### src/rtl/pix_stream_tx.sv
// Reads a raster frame from byte-wide frame memory and streams it out as AXI-Stream beats.
// Optional macro PIX_TX_LINE_LAST_EN: axi_last marks the end of every line, not only the frame.
module pix_stream_tx #(
    parameter int MEM_AW = 22,
    parameter int DIM_W  = 11
) (
    input  logic              clk,
    input  logic              rst,
    input  logic              start,
    input  logic [DIM_W-1:0]  img_w,
    input  logic [DIM_W-1:0]  img_h,
    output logic              mem_ren,
    output logic [MEM_AW-1:0] mem_raddr,
    input  logic [7:0]        mem_rdata,
    output logic [7:0]        axi_data_out,
    output logic              axi_valid,
    input  logic              axi_ready,
    output logic              axi_last,
    output logic              axi_keep,
    output logic              busy,
    output logic              done
);
    typedef enum logic [1:0] {IDLE, RUN, DRAIN} state_t;

    localparam logic [DIM_W-1:0]  DIM_ONE  = 1;
    localparam logic [MEM_AW-1:0] ADDR_ONE = 1;

    state_t            r_state;
    state_t            w_next;
    logic [DIM_W-1:0]  r_w;
    logic [DIM_W-1:0]  r_h;
    logic [DIM_W-1:0]  r_col;
    logic [DIM_W-1:0]  r_row;
    logic [MEM_AW-1:0] r_addr;
    logic              r_inflight;
    logic              r_inflight_last;
    logic [7:0]        r_fifo_data [2];
    logic [1:0]        r_fifo_last;
    logic              r_wptr;
    logic              r_rptr;
    logic [1:0]        r_cnt;
    logic              r_done;

    logic              w_accept;
    logic              w_zero;
    logic              w_valid;
    logic              w_pop;
    logic              w_push;
    logic              w_ren;
    logic [2:0]        w_occ;
    logic              w_col_end;
    logic              w_row_end;
    logic              w_fetch_last;
    logic              w_final_beat;
    logic              w_done_set;

    assign w_accept  = start && (r_state == IDLE);
    assign w_zero    = (img_w == '0) || (img_h == '0);
    assign w_valid   = !rst && (r_cnt != 2'd0);
    assign w_pop     = w_valid && axi_ready;
    assign w_push    = r_inflight;
    // Reserve a FIFO slot for every outstanding read so returning data always has room.
    assign w_occ     = {1'b0, r_cnt} + {2'b00, r_inflight};
    assign w_ren     = !rst && (r_state == RUN) && (w_occ < (3'd2 + {2'b00, w_pop}));
    assign w_col_end = (r_col == (r_w - DIM_ONE));
    assign w_row_end = (r_row == (r_h - DIM_ONE));
`ifdef PIX_TX_LINE_LAST_EN
    assign w_fetch_last = w_col_end;
`else
    assign w_fetch_last = w_col_end && w_row_end;
`endif
    assign w_final_beat = w_pop && (r_cnt == 2'd1) && !r_inflight;

    always_ff @(posedge clk) begin
        if (rst) begin
            r_state <= IDLE;
        end else begin
            r_state <= w_next;
        end
    end

    always_comb begin
        w_next     = r_state;
        w_done_set = 1'b0;
        case (r_state)
            IDLE: begin
                if (w_accept) begin
                    if (w_zero) begin
                        w_done_set = 1'b1;
                    end else begin
                        w_next = RUN;
                    end
                end
            end
            RUN: begin
                if (w_ren && w_col_end && w_row_end) begin
                    w_next = DRAIN;
                end
            end
            DRAIN: begin
                if (w_final_beat) begin
                    w_next     = IDLE;
                    w_done_set = 1'b1;
                end
            end
            default: w_next = IDLE;
        endcase
    end

    always_ff @(posedge clk) begin
        if (rst) begin
            r_done     <= 1'b0;
            r_w        <= '0;
            r_h        <= '0;
            r_addr     <= '0;
            r_col      <= '0;
            r_row      <= '0;
            r_inflight <= 1'b0;
            r_wptr     <= 1'b0;
            r_rptr     <= 1'b0;
            r_cnt      <= 2'd0;
        end else begin
            r_done     <= w_done_set;
            r_inflight <= w_ren;
            if (w_accept && !w_zero) begin
                r_w    <= img_w;
                r_h    <= img_h;
                r_addr <= '0;
                r_col  <= '0;
                r_row  <= '0;
            end else if (w_ren) begin
                r_addr <= r_addr + ADDR_ONE;
                if (w_col_end) begin
                    r_col <= '0;
                    r_row <= r_row + DIM_ONE;
                end else begin
                    r_col <= r_col + DIM_ONE;
                end
            end
            if (w_push) begin
                r_wptr <= ~r_wptr;
            end
            if (w_pop) begin
                r_rptr <= ~r_rptr;
            end
            r_cnt <= r_cnt + {1'b0, w_push} - {1'b0, w_pop};
        end
    end

    // Payload storage carries no reset; it is only observed through the valid-gated outputs.
    always_ff @(posedge clk) begin
        r_inflight_last <= w_fetch_last;
        if (w_push) begin
            r_fifo_data[r_wptr] <= mem_rdata;
            r_fifo_last[r_wptr] <= r_inflight_last;
        end
    end

    assign mem_ren      = w_ren;
    assign mem_raddr    = rst ? '0 : r_addr;
    assign axi_valid    = w_valid;
    assign axi_data_out = w_valid ? r_fifo_data[r_rptr] : 8'd0;
    assign axi_last     = w_valid && r_fifo_last[r_rptr];
    assign axi_keep     = 1'b1;
    assign busy         = !rst && (r_state != IDLE);
    assign done         = !rst && r_done;

endmodule
### config.mk
export PLATFORM = sky130hd
export DESIGN_NAME = pix_stream_tx
export DESIGN_NICKNAME = d
export VERILOG_FILES = /design/src/rtl/pix_stream_tx.sv
export SDC_FILE = /design/constraint.sdc
export NUM_CORES = 1
export LEC_CHECK = 0
export BUFFER_PORTS_ARGS = -buffer_cell sky130_fd_sc_hd__buf_2
export CAP_MARGIN = 40
export CORE_MARGIN = 2
export CORE_UTILIZATION = 50
export DETAILED_ROUTE_END_ITERATION = 8
export PLACE_DENSITY = 0.81
export SETUP_SLACK_MARGIN = 0.15
export SLEW_MARGIN = 25
export SYNTH_ARGS = -nofsm -noshare
export SYNTH_HDL_FRONTEND = slang
export SYNTH_SLANG_ARGS = --single-unit
### constraint.sdc
create_clock -name clk -period 3.3 [get_ports clk]
set_clock_uncertainty 0.1 [all_clocks]
set_input_delay 0.66 -clock clk [delete_from_list [all_inputs] [get_ports clk]]
set_output_delay 0.66 -clock clk [all_outputs]
set_load 0.005 [all_outputs]
==> results of run 1 <==
-- worst max path at each step --
stage | start | to | cells past startpoint
floorplan | rst | mem_ren | 5
global placement | r_w[0]$_SDFFE_PP0P_ | r_col[8]$_SDFFE_PP0P_ | 9
detailed placement | r_w[0]$_SDFFE_PP0P_ | r_col[8]$_SDFFE_PP0P_ | 9
CTS | r_w[0]$_SDFFE_PP0P_ | r_col[4]$_SDFFE_PP0P_ | 9
global route | r_w[0]$_SDFFE_PP0P_ | r_col[8]$_SDFFE_PP0P_ | 9
finish | r_w[0]$_SDFFE_PP0P_ | r_col[8]$_SDFFE_PP0P_ | 9
-- layer usage --
| metal | vias up | share of wire | track usage |
|---|---|---|---|
| li1 | 2057 | - | - |
| met4 | 0 | 0.028 | 0.0867 |
| met2 | 89 | 0.52 | 0.347 |
| met1 | 1957 | 0.42 | 0.230 |
| met3 | 31 | 0.036 | 0.0399 |
| met5 | - | 0 | 0 |
-- Yosys cell counts, drive strengths merged (2+ instances only) --
master  number  share of area
dfxtp       76           0.30
nor2        71          0.052
mux2i       44          0.086
nand2       42          0.031
xor2        32          0.055
nor3        26          0.028
xnor2       26          0.045
nor2b       25          0.031
nand3       21          0.021
clkbuf      20          0.015
inv         19          0.014
nand4       19          0.023
edfxtp      18           0.11
nand2b      18          0.022
nor4        18          0.041
buf         11          0.015
ha           9          0.022
a21oi        7         0.0069
and4         5         0.0086
and3         4         0.0049
o211ai       4         0.0059
a211oi       3         0.0044
and2         3         0.0037
nor4b        3         0.0064
o21a         3         0.0044
a221oi       2         0.0034
nand4b       2         0.0034
nor3b        2         0.0029
o21ai        2         0.0020
o31ai        2         0.0029
o32a         2         0.0039
or4b         2         0.0039
-- cells in the final DEF, fill, tap and decap left out, types with 4 or more instances in the layout --
master / n
dfxtp_1: 76
nor2_1: 71
buf_2: 68
mux2i_1: 44
nand2_1: 42
xor2_1: 32
xnor2_1: 26
nor2b_1: 25
nor3_1: 23
nand3_1: 21
inv_1: 19
nand4_1: 19
nand2b_1: 18
edfxtp_1: 18
clkbuf_8: 10
ha_1: 9
buf_4: 9
nor4_2: 8
nor4_1: 7
a21oi_1: 7
and4_1: 5
o211ai_1: 4
and3_1: 4
-- flip-flops by register name (all words and copies together) (netlist names), 2 cells and up, named ones only --
signal / flops
r_addr: 22
r_fifo_data: 16
r_col: 11
r_h: 11
r_row: 11
r_w: 11
r_cnt: 2
r_fifo_last: 2
r_state: 2
-- cells by family after synthesis --
family / count (synthesis) / share of synthesized area
multiplexers: 44 / 0.0864
buffers and inverters: 50 / 0.0435
AND/OR/NAND/NOR: 264 / 0.288
XOR/XNOR: 58 / 0.0997
flip-flops: 94 / 0.405
adder cells (fa/ha/maj): 9 / 0.0221
other: 1 / 0.000736
AO/OA/AOI/OAI: 37 / 0.0553
-- layout make-up --
type	instances	area (um2)	share of cell area
Clock inverter	6	52.6	0.00916
Sequential cell	94	2060	0.359
Inverter	19	71.3	0.0124
Multi-Input combinational cell	413	2810	0.490
Clock buffer	10	138	0.0240
Timing Repair Buffer	79	435	0.0759
Tap cell	133	166	0.0290
-- critical path: stages (launching register included) --
cell,delay [ps]
dfxtp_1,360
inv_1,70
ha_1,280
nor4b_2,490
a31o_2,230
o2bb2ai_1,70
o21a_1,420
nor4_4,480
buf_4,260
nor3_1,70
-- through the flow --
stage               area (um2)  hold WS [ps]  total power, mW
floorplan                 5090           304             1.54
global placement          5540           367             1.62
detailed placement        5540           370             1.64
CTS                       5730           363             2.38
global route              5740           359             2.47
finish                    5740           367             2.37
-- power by group through the flow --
| stage | registers [mW] | logic [mW] | clock network, mW |
|---|---|---|---|
| after floorplan | 1.26 | 0.284 | 0 |
| after global placement | 1.27 | 0.348 | 0 |
| after detailed placement | 1.28 | 0.364 | 0 |
| after CTS | 1.25 | 0.368 | 0.762 |
| after global routing | 1.26 | 0.408 | 0.808 |
| final | 1.25 | 0.370 | 0.747 |
==> results_dict.tcl, run 1 <==
set metrics [dict create \
    whs_endpoint "r_fifo_data[1][2]$_DFFE_PP_" \
    worst_slew_pin_slew_ps 704 \
    vias 4134 \
    critPathRequiredTime_ps 3470 \
    synth_flop_cell "dfxtp_1" \
    setup_viol 0 \
    grt_pass1_vias 3895 \
    wire_per_inst_um 14.3 \
    crit_arrival_ps 3110 \
    clock-sinks 94 \
    hold_class "input pin to flop" \
    drv_cap 0 \
    wl_um 10800 \
    setup_slack_ps 364 \
    peakVddDrop_mv 0.262 \
    place_inst 737 \
    post_drt_via_cell_ratio 5.48 \
    grt_use_total 0.197 \
    drcViolationCount 0 \
    clkTransAtPathRegs_ps 100 \
    outcome "complete, no violations" \
    insertion_delay_ps 370 \
    fin_util 0.584 \
    synth_edf_count 18 \
    fin_cells 754 \
    htree_levels 3 \
    synth_area_um2 5090 \
    clock_power_share 0.316 \
    fp.coreArea_um2 9820 \
    die_w_um 105 \
    post-place-ws_ps 422 \
    ys_seq_area_frac 0.405 \
    die_h_um 105 \
    antenna_found_initial 0 \
    drtAntennaViolNets 0 \
    p_leak_nw 2.29 \
    postSynthCellCount 557 \
    nets 659 \
    gp_congestion 0.801 \
    period_share 0.890 \
    synthArstFlopShare 0 \
    firstDrtPassIters 5 \
    hpwl_um 7940 \
    antennaDiodeCount 0 \
    critPathKind "flop to flop" \
    relSlewSlack 0.531 \
    seqPwrFrac 0.528 \
    synth.net_count 600 \
    rows 36 \
    r2r-start "r_w[0]$_SDFFE_PP0P_" \
    p_int_mw 1.67 \
    endpoint_kind "flop" \
    holdBufCountCts 0 \
    start_kind "flop" \
    postSynthAreaPerCell_um2 9.15 \
    fill_cells 848 \
    post_cts_buffers 0 \
    die_area_um2 11000 \
    grt_pass1_wl_um 17800 \
    grt_setup_unrepaired "false" \
    ctsResizeCount 0 \
    powerDensity_nw_per_um2 413 \
    start_util 0.519 \
    r2r_cells 9 \
    final_hold_viol_count 0 \
    worst_r2r_endpoint "r_col[8]$_SDFFE_PP0P_" \
    yosysUniqueCellTypes 56 \
    maxSlewViolCount 0 \
    cp_max_fo 11 \
    first_iter_violations 268 \
    grt_max_degree 57 \
    cts_made_buffers 9 \
    cts_tree "built" \
    yosysWarnings 0 \
    clockBufferDepth 2 \
    grt_overflow 0 \
    switching_power_uw 701 \
    tns_ps 0 \
    comb_power_share 0.156 \
    drive_above_1_share 0.184 \
    max_freq_mhz 341 \
    min-delay-start "mem_rdata[2]" \
    switching_share 0.296 \
    syn_to_final_growth_pct 12.6 \
    port_buffers 68 \
    min_delay_path_depth 1 \
    synth_seq_cells 94 \
    cts_root_buffer "clkbuf_8" \
    r2r_slack_ps 360 \
    io_pins 70 \
    layout_min_cycle_time_ps 2940 \
]
No activity file was read; power rests on OpenSTA's default activity.
==> run 2, diff against run 1 <==
- CORE_MARGIN: 2 -> 5
==> results_dict.tcl, run 2 (synthesis gave the netlist of run 1 again) <==
set metrics [dict create \
    setup_viol 0 \
    die_h_um 111 \
    slowest_delay_ps 480 \
    insertion_delay_ps 380 \
    holdBufCountCts 0 \
    top_layer_used "met4" \
    cp_max_fo 8 \
    worst_slew_pin_slew_ps 806 \
    critPathRequiredTime_ps 2540 \
    io_pins 70 \
    wl_um 11000 \
    fp.coreArea_um2 9860 \
    crit_chain "ha_1 > o31ai_1 > buf_4 > nand2_1 > inv_1 > buf_2" \
    hold_class "input pin to flop" \
    clock_power_share 0.318 \
    largest_reg_flops 22 \
    gp_congestion 0.830 \
    p_int_mw 1.66 \
    route.met2.wl_um 5670 \
    fin_util 0.584 \
    r2r_cells 9 \
    start_kind "flop" \
    wl_met3_um 529 \
    post-place-ws_ps 465 \
    min_delay_path_depth 1 \
    grt_pass1_wl_um 19100 \
    hpwl_um 8410 \
    power_mw 2.39 \
    htree_levels 3 \
    first_iter_violations 271 \
    rows 36 \
    drv_cap 0 \
    antenna_found_initial 0 \
    wire_per_inst_um 14.6 \
    crit_path_top_delay_cell "dfxtp_1" \
    grt_max_degree 32 \
    critical-path-top-delay-family "buffers and inverters" \
    layout_common_cells "dfxtp_1 (76), nor2_1 (71), buf_2 (68)" \
    clkTransAtPathRegs_ps 110 \
    period_share 0.884 \
    endpoint_kind "output pin" \
    cp.depth 6 \
    firstDrtPassIters 4 \
    switching_share 0.304 \
    switching_power_uw 726 \
    grt_use_total 0.183 \
    regMostFlops "r_addr" \
    die_w_um 111 \
    grt_setup_unrepaired "false" \
    drtAntennaViolNets 0 \
    cts_made_buffers 9 \
    top_regs "r_addr x22, r_fifo_data x16" \
    layout_min_cycle_time_ps 2920 \
    drive_above_1_share 0.189 \
    post_drt_via_cell_ratio 5.49 \
    max_freq_mhz 343 \
    antennaDiodeCount 0 \
    drcViolationCount 0 \
    critPathKind "flop to output pin" \
    worst-path-buf-inv 3 \
    nets 662 \
    tns_ps 0 \
    maxSlewViolCount 0 \
    vias 4159 \
    drt-met1-wl_um 4570 \
    cts_tree "built" \
    die_area_um2 12300 \
    grt_pass1_vias 4107 \
    peakVddDrop_mv 0.260 \
    outcome "complete, no violations" \
    syn_to_final_growth_pct 13.1 \
    grt_overflow 0 \
    setup_slack_ps 384 \
    final_hold_viol_count 0 \
    seqPwrFrac 0.524 \
    layout_commonest_cell "dfxtp_1" \
    powerDensity_nw_per_um2 414 \
    start_util 0.516 \
    port_buffers 68 \
    relSlewSlack 0.462 \
    clock-sinks 94 \
    crit_arrival_ps 2160 \
    clockBufferDepth 2 \
    cts_root_buffer "clkbuf_8" \
    p_leak_nw 2.30 \
    comb_power_share 0.157 \
]
-- run 2: cell type report --
cell class,count,area [um2]
clock buffer,9,124
clock inverter,7,77.6
fill,820,4100
inverter,19,71.3
multi-input combinational,413,2820
sequential,94,2060
tap,133,166
timing repair buffer,82,445
-- run 2: metal layers --
layer  up-vias  global-route usage
met3        26              0.0393
met1      1991               0.216
li1       2062                   -
met4         0              0.0616
met2        80               0.328
met5         -                   0
-- run 2: what timing repair did --
action	CTS	global route
setup endpoints to repair	0	1
buffers inserted	0	0
gates resized for setup	0	1
-- run 2: final timing paths --
| kind | from | end | slack, ps |
|---|---|---|---|
| max reg2reg | r_w[0]$_SDFFE_PP0P_ | r_col[8]$_SDFFE_PP0P_ | 400 |
| max | r_inflight$_SDFF_PP0_ | mem_ren | 380 |
| min reg2reg | r_inflight_last$_DFF_P_ | r_fifo_last[1]$_DFFE_PP_ | 390 |
| min | mem_rdata[3] | r_fifo_data[0][3]$_DFFE_PP_ | 360 |
-- run 2: power by group through the flow --
stage / Combinational (mW) / Sequential [mW] / Clock, mW
6_report: 0.376 / 1.25 / 0.760
5_1_grt: 0.415 / 1.26 / 0.831
4_1_cts: 0.374 / 1.25 / 0.778
3_5_place_dp: 0.372 / 1.28 / 0
3_3_place_gp: 0.357 / 1.28 / 0
2_1_floorplan: 0.284 / 1.26 / 0
-- run 2: metrics by stage --
stage / hold WS [ps] / cell area, um2 / instances
floorplan: 304 / 5090 / 557
global placement: 363 / 5560 / 741
detailed placement: 375 / 5560 / 741
CTS: 351 / 5760 / 757
global route: 349 / 5760 / 757
finish: 361 / 5760 / 757
==> run 3, diff against run 2 <==
- CORE_ASPECT_RATIO: default -> 0.9
==> results_dict.tcl, run 3 (synthesis gave the netlist of run 1 again) <==
set metrics [dict create \
    cts_tree "built" \
    antennaDiodeCount 0 \
    critical-path-top-delay-family "simple AND/OR/NAND/NOR gates" \
    fill_cells 878 \
    cts_made_buffers 9 \
    layout_commonest_cell "dfxtp_1" \
    critPathRequiredTime_ps 2540 \
    post-place-ws_ps 575 \
    worst_slew_pin_slew_ps 616 \
    place_inst 736 \
    layout_min_cycle_time_ps 2910 \
    start_kind "flop" \
    drv_cap 0 \
    grt_use_total 0.186 \
    peakVddDrop_mv 0.294 \
    layout_common_cells "dfxtp_1 (76), nor2_1 (71), buf_2 (68)" \
    regMostFlops "r_addr" \
    setup_viol 0 \
    port_buffers 68 \
    crit_arrival_ps 2150 \
    cp_max_fo 7 \
    outcome "complete, no violations" \
    die_area_um2 12300 \
    setup_slack_ps 392 \
    relSlewSlack 0.586 \
    setup.worst_path.end "mem_ren" \
    hold_class "flop to flop" \
    r2r_cells 9 \
    min-delay-start "r_row[7]$_SDFFE_PP0P_" \
    p_leak_nw 2.35 \
    firstDrtPassIters 5 \
    nets 662 \
    vias 4175 \
    drive_above_1_share 0.188 \
    post_drt_via_cell_ratio 5.54 \
    wire_per_inst_um 14.9 \
    first_iter_violations 208 \
    cts_root_buffer "clkbuf_16" \
    hpwl_um 8240 \
    slowest_delay_ps 380 \
    period_share 0.881 \
    drtAntennaViolNets 0 \
    antenna_found_initial 0 \
    final_hold_viol_count 0 \
    top_regs "r_addr x22, r_fifo_data x16" \
    holdBufCountCts 0 \
    tns_ps 0 \
    largest_reg_flops 22 \
    fp.coreArea_um2 10100 \
    gp_congestion 0.849 \
    critPathKind "flop to output pin" \
    insertion_delay_ps 340 \
    crit_top_cell "ha_1" \
    io_pins 70 \
    critPathLaunch "r_inflight$_SDFF_PP0_" \
    post_cts_buffers 0 \
    rows 35 \
    r2r-start "r_w[0]$_SDFFE_PP0P_" \
    syn_to_final_growth_pct 14.9 \
    clockBufferDepth 2 \
    endpoint_kind "output pin" \
    die_h_um 106 \
    grt_pass1_wl_um 18800 \
    clkTransAtPathRegs_ps 70 \
    drcViolationCount 0 \
    maxSlewViolCount 0 \
    grt_overflow 0 \
    start_util 0.504 \
    ctsResizeCount 0 \
    grt_setup_unrepaired "false" \
    max_freq_mhz 344 \
    cp.depth 6 \
    crit_path_top_delay_cell "dfxtp_1" \
    clock-sinks 94 \
    grt_max_degree 33 \
    htree_levels 3 \
    worst-path-buf-inv 2 \
    crit_chain "ha_1 > ha_1 > nor3_1 > nand2_1 > inv_1 > buf_2" \
    worst_r2r_endpoint "r_col[4]$_SDFFE_PP0P_" \
    grt_pass1_vias 4099 \
    r2r_slack_ps 540 \
    wl_um 11200 \
    fin_cells 753 \
    die_w_um 116 \
    powerDensity_nw_per_um2 454 \
]
-- run 3: cell count changes in the layout (fill, tap and decap cells not counted) --
cell	delta
clkbuf_16	+9
clkbuf_8	-9
clkinv_4	+1
clkinv_8	-1
inv_6	-2
inv_8	+2
nor3_1	+1
nor3_2	-1
-- run 3: worst reg2reg max path, delay by kind of cell, from the launching register on --
| family | cells | cell delay, ps |
|---|---|---|
| buffers and inverters | 2 | 350 |
| AND/OR/NAND/NOR | 3 | 1020 |
| flip-flops | 1 | 360 |
| adder cells (fa/ha/maj) | 1 | 270 |
| AO/OA/AOI/OAI | 3 | 540 |
-- run 3: where the power goes --
| part | internal, mW | switching [mW] | total [mW] |
|---|---|---|---|
| sequential | 1.20 | 0.0479 | 1.25 |
| combinational | 0.160 | 0.218 | 0.378 |
| clock | 0.536 | 0.493 | 1.03 |
-- run 3: how the worst min path moves through the flow --
stage                     slack, ps                          end  depth (start not counted)
after CTS                       390       r_row[10]$_SDFFE_PP0P_                          2
after global placement          370       r_row[10]$_SDFFE_PP0P_                          2
after global routing            410  r_fifo_data[0][2]$_DFFE_PP_                          1
after floorplan                 300     r_fifo_last[0]$_DFFE_PP_                          0
after detailed placement        380       r_row[10]$_SDFFE_PP0P_                          2
final                           400        r_row[7]$_SDFFE_PP0P_                          2
-- run 3: through the flow --
stage / util / hold slack [ps] / power [mW] / area (um2)
floorplan: - / 304 / 1.54 / 5090
global placement: 0.548 / 373 / 1.63 / 5540
detailed placement: 0.548 / 383 / 1.65 / 5540
CTS: 0.578 / 392 / 2.68 / 5840
global route: 0.578 / 406 / 2.77 / 5850
finish: 0.578 / 395 / 2.66 / 5850
-- run 3: cell type report --
cell class | count | area, um2 | share of cell area
clock buffers | 9 | 225 | 0.0385
clock inverters | 7 | 75.1 | 0.0128
inverters | 19 | 71.3 | 0.0122
multi-input cells | 413 | 2810 | 0.480
flip-flops and latches | 94 | 2060 | 0.352
well taps | 129 | 161 | 0.0276
repair buffers | 82 | 445 | 0.0761
-- run 3: routing by layer --
metal  vias to the layer above  share of wire  GRT usage
li1                       2065              -          -
met1                      2004           0.42      0.224
met2                        94           0.53      0.341
met3                        12          0.041     0.0258
met4                         0          0.013     0.0522
met5                         -              0          0
